File: src/rtl/tbird_pkg.sv
// Shared types and constants for the Thunderbird tail-light sequencer.
// Lamp vectors are ordered {Lc,Lb,La,Ra,Rb,Rc}; sequences light outward from La / Ra.
package tbird_pkg;

    typedef enum logic [2:0] {
        IDLE = 3'd0,
        L1   = 3'd1,
        L2   = 3'd2,
        L3   = 3'd3,
        R1   = 3'd4,
        R2   = 3'd5,
        R3   = 3'd6,
        HZ   = 3'd7
    } state_t;

    localparam logic [5:0] LAMPS_IDLE = 6'b000_000;
    localparam logic [5:0] LAMPS_L1   = 6'b001_000;
    localparam logic [5:0] LAMPS_L2   = 6'b011_000;
    localparam logic [5:0] LAMPS_L3   = 6'b111_000;
    localparam logic [5:0] LAMPS_R1   = 6'b000_100;
    localparam logic [5:0] LAMPS_R2   = 6'b000_110;
    localparam logic [5:0] LAMPS_R3   = 6'b000_111;
    localparam logic [5:0] LAMPS_HZ   = 6'b111_111;

    localparam logic [5:0] LEFT_MASK  = 6'b111_000;
    localparam logic [5:0] RIGHT_MASK = 6'b000_111;

    localparam logic [3:0] CODE_HZ    = 4'd10;
    localparam logic [3:0] CODE_NORM  = 4'd11;

    function automatic logic [5:0] state_lamps(input state_t s);
        logic [5:0] l;
        l = LAMPS_IDLE;
        case (s)
            L1:      l = LAMPS_L1;
            L2:      l = LAMPS_L2;
            L3:      l = LAMPS_L3;
            R1:      l = LAMPS_R1;
            R2:      l = LAMPS_R2;
            R3:      l = LAMPS_R3;
            HZ:      l = LAMPS_HZ;
            default: l = LAMPS_IDLE;
        endcase
        return l;
    endfunction

    function automatic logic [3:0] lamp_count(input logic [2:0] l);
        return 4'(l[0]) + 4'(l[1]) + 4'(l[2]);
    endfunction

endpackage

File: src/rtl/tbird_tick_div.sv
// Free-running modulo-N counter; wrap is high for the single cycle the count sits at N-1.
module tbird_tick_div #(
    parameter int unsigned N = 2
) (
    input  logic clk,
    input  logic rst_n,
    output logic wrap
);

    localparam int unsigned W    = (N > 1) ? $clog2(N) : 1;
    localparam logic [W-1:0] LAST = W'(N - 1);

    logic [W-1:0] cnt_reg;
    logic [W-1:0] cnt_next;

    assign wrap     = (cnt_reg == LAST);
    assign cnt_next = wrap ? '0 : cnt_reg + W'(1);

    always_ff @(posedge clk) begin
        if (!rst_n) begin
            cnt_reg <= '0;
        end else begin
            cnt_reg <= cnt_next;
        end
    end

endmodule

File: src/rtl/tbird_light_sequencer.sv
// Thunderbird tail-light sequencer: tick-stepped lamp FSM plus a 4-digit status scan.
// Optional brake override is compiled in with the TBIRD_BRAKE_EN macro.
module tbird_light_sequencer
    import tbird_pkg::*;
#(
    parameter int unsigned STEP_CYCLES = 25_000_000,
    parameter int unsigned SCAN_CYCLES = 50_000,
    parameter int unsigned NUM_DIGITS  = 4
) (
    input  logic       clk,
    input  logic       rst_n,
    input  logic       left,
    input  logic       right,
    input  logic       haz,
    input  logic       brake,
    output logic [5:0] lamps,
    output logic [3:0] digit_code,
    output logic [3:0] digit_sel
);

    logic step_tick;
    logic scan_wrap;

    tbird_tick_div #(.N(STEP_CYCLES)) u_step_div (
        .clk   (clk),
        .rst_n (rst_n),
        .wrap  (step_tick)
    );

    tbird_tick_div #(.N(SCAN_CYCLES)) u_scan_div (
        .clk   (clk),
        .rst_n (rst_n),
        .wrap  (scan_wrap)
    );

    state_t     state_reg, state_next;
    logic [1:0] idx_reg, idx_next;
    logic [5:0] lamps_reg, lamps_next;
    logic [3:0] digit_sel_reg, digit_sel_next;
    logic [3:0] digit_code_reg, digit_code_next;
    logic       hz_req;

    assign hz_req = haz | (left & right);

    always_comb begin
        state_next = state_reg;
        if (step_tick) begin
            if (hz_req) begin
                state_next = (state_reg == HZ) ? IDLE : HZ;
            end else if (left) begin
                case (state_reg)
                    IDLE:    state_next = L1;
                    L1:      state_next = L2;
                    L2:      state_next = L3;
                    default: state_next = IDLE;
                endcase
            end else if (right) begin
                case (state_reg)
                    IDLE:    state_next = R1;
                    R1:      state_next = R2;
                    R2:      state_next = R3;
                    default: state_next = IDLE;
                endcase
            end else begin
                state_next = IDLE;
            end
        end
    end

`ifdef TBIRD_BRAKE_EN
    // Brake forces the side not in a turn sequence fully on; hazard blinking is left alone.
    always_comb begin
        lamps_next = state_lamps(state_next);
        if (brake) begin
            case (state_next)
                IDLE:           lamps_next = LAMPS_HZ;
                L1, L2, L3:     lamps_next = lamps_next | RIGHT_MASK;
                R1, R2, R3:     lamps_next = lamps_next | LEFT_MASK;
                default:        lamps_next = state_lamps(state_next);
            endcase
        end
    end
`else
    logic unused_brake;
    assign unused_brake = brake;

    always_comb begin
        lamps_next = state_lamps(state_next);
    end
`endif

    assign idx_next = scan_wrap ? idx_reg + 2'd1 : idx_reg;

    // Select and code are both derived from next-cycle values so the registered pair
    // always describes the same digit and the same lamp state shown on lamps.
    for (genvar gi = 0; gi < NUM_DIGITS; gi++) begin : g_sel
        assign digit_sel_next[gi] = (idx_next != 2'(gi));
    end

    always_comb begin
        digit_code_next = 4'd0;
        case (idx_next)
            2'd0:    digit_code_next = lamp_count(lamps_next[5:3]);
            2'd1:    digit_code_next = lamp_count(lamps_next[2:0]);
            2'd2:    digit_code_next = {1'b0, state_next};
            default: digit_code_next = (state_next == HZ) ? CODE_HZ : CODE_NORM;
        endcase
    end

    always_ff @(posedge clk) begin
        if (!rst_n) begin
            state_reg      <= IDLE;
            idx_reg        <= 2'd0;
            lamps_reg      <= LAMPS_IDLE;
            digit_sel_reg  <= 4'b1110;
            digit_code_reg <= 4'd0;
        end else begin
            state_reg      <= state_next;
            idx_reg        <= idx_next;
            lamps_reg      <= lamps_next;
            digit_sel_reg  <= digit_sel_next;
            digit_code_reg <= digit_code_next;
        end
    end

    assign lamps      = lamps_reg;
    assign digit_sel  = digit_sel_reg;
    assign digit_code = digit_code_reg;

endmodule

File: config.mk
export PLATFORM = sky130hd
export DESIGN_NAME = tbird_light_sequencer
export DESIGN_NICKNAME = d
export VERILOG_FILES = /design/src/rtl/tbird_pkg.sv /design/src/rtl/tbird_tick_div.sv /design/src/rtl/tbird_light_sequencer.sv
export SDC_FILE = /design/constraint.sdc
export NUM_CORES = 1
export LEC_CHECK = 0
export ABC_AREA = 0
export CAP_MARGIN = 5
export CORE_MARGIN = 2
export CORE_UTILIZATION = 40
export DETAILED_ROUTE_END_ITERATION = 8
export PLACE_DENSITY_LB_ADDON = 0.1
export SYNTH_ARGS = -nofsm -noshare
export SYNTH_HDL_FRONTEND = slang
export SYNTH_SLANG_ARGS = --single-unit
export TNS_END_PERCENT = 20
File: constraint.sdc
create_clock -name clk -period 6.3 [get_ports clk]
set_clock_uncertainty 0.05 [all_clocks]
set_input_delay 0.63 -clock clk [delete_from_list [all_inputs] [get_ports clk]]
set_output_delay 0.63 -clock clk [all_outputs]
set_load 0.05 [all_outputs]
==> flow_summary.toml, run 1 <==
[status]
status = "finished clean"

[placed_design]
dpl_cell_area_mm2 = 0.00287
io_buffer_count = 18
dp_hpwl_um = 3320
gp_congestion = 0.795
pre_cts_ws_ns = 2.85

[logic_synthesis]
synth_edf_count = 0
ys_seq_area_share_pct = 45.9
yosysTopAreaCellShare_pct = 45.9
synth_nets = 297
async_reset_ff_share_pct = 0
yosys-top-cells-area = "dfxtp_1 (46%), nor2_1 (7.6%), xor2_1 (7.0%)"
syn_area_mm2 = 0.00262
ys.flop_type = "dfxtp_1"
yosysWarningCount = 0
ys_ff_latch = 60
synthTopCellsByCount = "dfxtp_1 (60), nor2_1 (53), xor2_1 (21)"
synth_top_area_cell = "dfxtp_1"
synthCells = 288
yosysMostFrequentCell = "dfxtp_1"
ys_types = 46
avgSynthCellArea_um2 = 9.08

[clocking]
cts-root-buf = "clkbuf_8"
cts_hold_buffers = 0
cts.path.max_buffers = 2
cts.clk_slew.worst_paths_ns = 0.07
cts_max_level = 3
clock_latency_ns = 0.33
tritoncts = "built"
cts_resized = 0
post_cts_buffers = 0
cts.sinks = 60
cts_buffers = 9

[hold_path]
hold_path.class = "reg -> reg"

[timing]
finalCritPeriodShare_pct = 49.4
worstMarginPinSlew_ns = 0.788
layout_setup_ws_ns = 3.19
layout_min_cycle_time_ns = 3.11
setup_viol = 0
rsz0062_at_grt = "no"
maxSlewViolCount = 0
tns_ns = 0
hold_violations = 0
timing.fmax_ghz = 0.321
slew_headroom_pct = 47.4

[route]
drc = 0
wl_per_cell_um = 12.1
vias = 2023
first_iter_violations = 94
wl_um = 4770
firstDrtPassIters = 4
avgViaCountPerCell = 5.13
drtAntennaViolNets = 0

[final_layout]
seq_area_mm2 = 0.00120
diodes = 0
fin_area_mm2 = 0.00310
syn_to_final_growth_pct = 18.4
multi_input_area_mm2 = 0.00136
drive_gt1_share_pct = 7.89
largest_register_ffs = 25
fillCellCount = 593
nNetsFinal = 321
finish.utilization_pct = 48.8

[setup_path]
critical_path.max_fanout = 6
worstSetupStartpointType = "input pin"
critical_path_class = "in -> reg"
cp_slowest_cell = "clkdlybuf4s50_1"
crit_top_cell = "nor3_1"
cp-end-kind = "register"
path_cells = "clkdlybuf4s50_1 -> nor3_1 -> o32ai_1 -> a41oi_1 -> a31oi_1 -> nor2_1 -> nor3_1 -> ha_1 -> or3_1 -> a21oi_1 -> nor4_1"
required_ns = 6.46
cp_slowest_stage_delay_ns = 0.57
crit_arrival_ns = 3.27
path_buf_inv = 1
critPathTopFamily = "compound AO/OA/AOI/OAI gates"

[die]
ios = 20
coreArea_mm2 = 0.00635
num_rows = 29
die_width_um = 84.9
die_area_mm2 = 0.00720
die_y_um = 84.9
start_util_pct = 41.2

[power_and_ir_drop]
leakage_nw = 1.15
powerDensity_mw_per_mm2 = 254
ir_drop_mv = 0.150
total_power_w = 0.000786

[global_route]
grt_pass1_wl_um = 8310
grt_usage_pct = 14.5
grt_start_max_net_pins = 25
overflow = 0
grt_pass1_vias = 1856
grt_antenna_before_repair = 0

[job]
max-cap-violations = 0
-- cell families after synthesis --
| logic type | synth area share [%] |
|---|---|
| simple gates | 29.6 |
| flops | 45.9 |
| xor+xnor | 12.7 |
| compound gates | 8.23 |
| buf+inv | 2.20 |
| fa+ha+maj | 1.43 |
-- cell type report --
cell class	count	share of cell area, %
Sequential cell	60	38.8
Inverter	10	1.21
Timing Repair Buffer	18	5.82
Clock buffer	10	4.44
Clock inverter	6	2.83
Tap cell	77	3.11
Multi-Input combinational cell	213	43.8
-- routing by layer --
metal	share of wire (%)	global-route usage (%)	up-vias
met4	2.9	8.95	0
met1	51	19.5	925
li1	-	-	1054
met2	42	20.8	32
met5	0	0	-
met3	3.6	3.60	12
-- through the flow --
stage	hold WS [ns]	instances
finish	0.419	394
global route	0.442	394
CTS	0.418	394
detailed placement	0.405	378
global placement	0.396	378
floorplan	0.376	288
-- path summary, 6_finish.rpt --
kind	start	cells after the start	endpoint	slack [ns]
worst max-delay path	haz	11	digit_code[0]	3.19
worst min-delay path	u_step_div.cnt_reg[0]	1	u_step_div.cnt_reg[0]	0.42
worst min register to register	u_step_div.cnt_reg[0]	1	u_step_div.cnt_reg[0]	0.42
worst max register to register	u_step_div.cnt_reg[0]	11	digit_code[0]	3.31
-- power breakdown --
| group | switching [W] | internal, W |
|---|---|---|
| Sequential | 0.00000304 | 0.000383 |
| Combinational | 0.0000106 | 0.00000648 |
| Clock | 0.000150 | 0.000233 |
-- worst reg2reg max path, stage by stage, from the launching register on --
cell and delay (ns):
dfxtp_1 0.38, ha_1 0.22, and4_1 0.32, and2_1 0.23, a41oi_1 0.17, a31oi_1 0.37
nor2_1 0.12, nor3_1 0.19, ha_1 0.26, or3_1 0.36, a21oi_1 0.14, nor4_1 0.08
-- cell usage in the layout, fill, tap and decap left out, types with 8 or more instances in the layout --
cell type / Yosys / final
xnor2_1: 15 / 15
and4_1: 8 / 8
dfxtp_1: 60 / 60
clkdlybuf4s50_1: 0 / 18
nand3_1: 15 / 15
nor2_1: 53 / 53
nand4_1: 9 / 9
xor2_1: 21 / 21
nand2_1: 17 / 17
inv_1: 9 / 9
clkbuf_8: 0 / 10
and3_1: 12 / 12
Power figures use the tool's default switching activity.
==> run 2, diff against run 1 <==
clock period = 2.6 ns   (was 6.3 ns; I/O delays follow)
==> run 2 against run 1 <==
  * The run now ends with setup timing left
  * First-iteration DRC count decreased by 9.6%
  * Combinational power increased to 3.7 times the previous value
  * Final area increased by 12%
  * Sequential power increased by 140%
  * Via count increased by 8.7%
==> flow_summary.toml, run 2 (synthesis gave the netlist of run 1 again) <==
[status]
status = "finished, violations left"
violations = "setup timing"

[clocking]
tritoncts = "built"
clock_latency_ns = 0.33
cts.path.max_buffers = 2
cts_max_level = 3
cts-root-buf = "clkbuf_8"
cts.sinks = 60
cts_buffers = 9
cts.clk_slew.worst_paths_ns = 0.08

[die]
die_width_um = 84.9
ios = 20
coreArea_mm2 = 0.00635
die_y_um = 84.9
num_rows = 29
die_area_mm2 = 0.00720
start_util_pct = 41.2

[final_layout]
final_cell_mix = "dfxtp_1 (57), nor2_1 (52), buf_4 (43)"
instances_no_fill = 437
diodes = 0
largest_register_ffs = 25
syn_to_final_growth_pct = 32.4
nNetsFinal = 364
finish.utilization_pct = 54.6
layout_commonest_cell = "dfxtp_1"
drive_gt1_share_pct = 22.5

[route]
first_iter_violations = 85
avgViaCountPerCell = 5.03
wl_um = 5410
wl_per_cell_um = 12.4
firstDrtPassIters = 4
drtAntennaViolNets = 0
vias = 2199
drc = 0

[hold_path]
hold_start = "u_scan_div.cnt_reg[0]"
hold_path.class = "reg -> reg"

[timing]
setup_viol = 1
finalCritPeriodShare_pct = 100
worstMarginPinSlew_ns = 0.698
layout_setup_ws_ns = -0.0122
maxSlewViolCount = 0
hold_violations = 0
rsz0062_at_grt = "yes"
timing.fmax_ghz = 0.383
layout_min_cycle_time_ns = 2.61
slew_headroom_pct = 53.0

[setup_path]
critical_path.max_fanout = 3
critPathTopFamily = "simple AND/OR/NAND/NOR gates"
cp-end-kind = "register"
worstSetupStartpointType = "register"
r2r_start = "u_step_div.cnt_reg[0]"
cp_slowest_cell = "a2111o_1"
crit_start = "u_step_div.cnt_reg[0]"
required_ns = 2.77
path_cells = "ha_4 -> and4_4 -> nand4_1 -> a2111o_1 -> and2_4 -> nor2_4 -> nor3_2 -> ha_1 -> or3_1 -> a21oi_2 -> nor4_1"
cp_slowest_stage_delay_ns = 0.45
critical_path_class = "reg -> reg"
crit_arrival_ns = 2.78
path_buf_inv = 0

[placed_design]
dp_hpwl_um = 3730
dp.cells = 416
io_buffer_count = 18
gp_congestion = 0.773

[power_and_ir_drop]
powerDensity_mw_per_mm2 = 530
leakage_nw = 1.38
ir_drop_mv = 0.340

[global_route]
grt_use_met3_pct = 3.31
grt_pass1_wl_um = 9200
overflow = 0
grt_use_met1_pct = 19.9
grt.busiest_layer = "met2"
grt_start_max_net_pins = 25
grt_antenna_before_repair = 0
grt_usage_pct = 15.9
grt_pass1_vias = 2147
met2_usage_pct = 25.3

[job]
max-cap-violations = 0
-- run 2: cell types whose count changed in the layout (fill, tap and decap cells not counted), moves of 2 or more --
| cell | before | now |
|---|---|---|
| dfxtp_1 | 60 | 57 |
| dfxtp_2 | 0 | 3 |
| and4_1 | 8 | 6 |
| buf_4 | 0 | 43 |
| inv_6 | 0 | 2 |
| and4_4 | 0 | 2 |
-- run 2: area by class of cell --
class / count / area, µm²
fillers: 592 / 2890
inverters: 10 / 37.5
flip-flops and latches: 60 / 1200
multi-input cells: 213 / 1420
clock buffers: 9 / 124
well taps: 77 / 96.3
repair buffers: 61 / 503
clock inverters: 7 / 75.1
-- run 2: path summary, 6_finish.rpt --
kind | to | slack [ns] | cells after the start
max reg2reg | digit_code[0] | -0.01 | 11
max | digit_code[0] | -0.01 | 11
min reg2reg | u_scan_div.cnt_reg[0] | 0.41 | 1
min | u_scan_div.cnt_reg[0] | 0.41 | 1
-- run 2: metal layers --
| metal | part of all wire [%] | up-vias |
|---|---|---|
| li1 | - | 1141 |
| met1 | 50 | 1015 |
| met5 | 0 | - |
| met3 | 3.3 | 8 |
| met2 | 45 | 35 |
| met4 | 1.7 | 0 |
-- run 2: per-stage QoR --
stage	hold slack (ns)	TNS [ns]	instance area (µm²)	total power [W]	worst slack [ns]
floorplan	0.376	0	2620	0.000980	0.0201
global route	0.468	-0.133	3460	0.00192	-0.133
finish	0.414	-0.0122	3460	0.00184	-0.0122
detailed placement	0.404	-0.273	3160	0.00101	-0.273
global placement	0.393	-0.207	3160	0.00101	-0.207
CTS	0.416	-0.0228	3420	0.00187	-0.0228
-- run 2: where the power goes --
part / leakage [nW] / internal, W / total, W / switching, W
combinational: 0.791 / 0.0000320 / 0.0000639 / 0.0000319
sequential: 0.485 / 0.000927 / 0.000933 / 0.00000642
clock: 0.104 / 0.000449 / 0.000840 / 0.000391
-- run 2: repair_timing --
item / 4_1_cts / 5_1_grt
setup buffers: 2 / 3
pin swaps: 6 / 7
endpoints found under the hold margin: 0 / 0
resized for setup: 10 / 6
hold buffers: 0 / 0
setup endpoints to repair: 1 / 1
cloned: 0 / 0
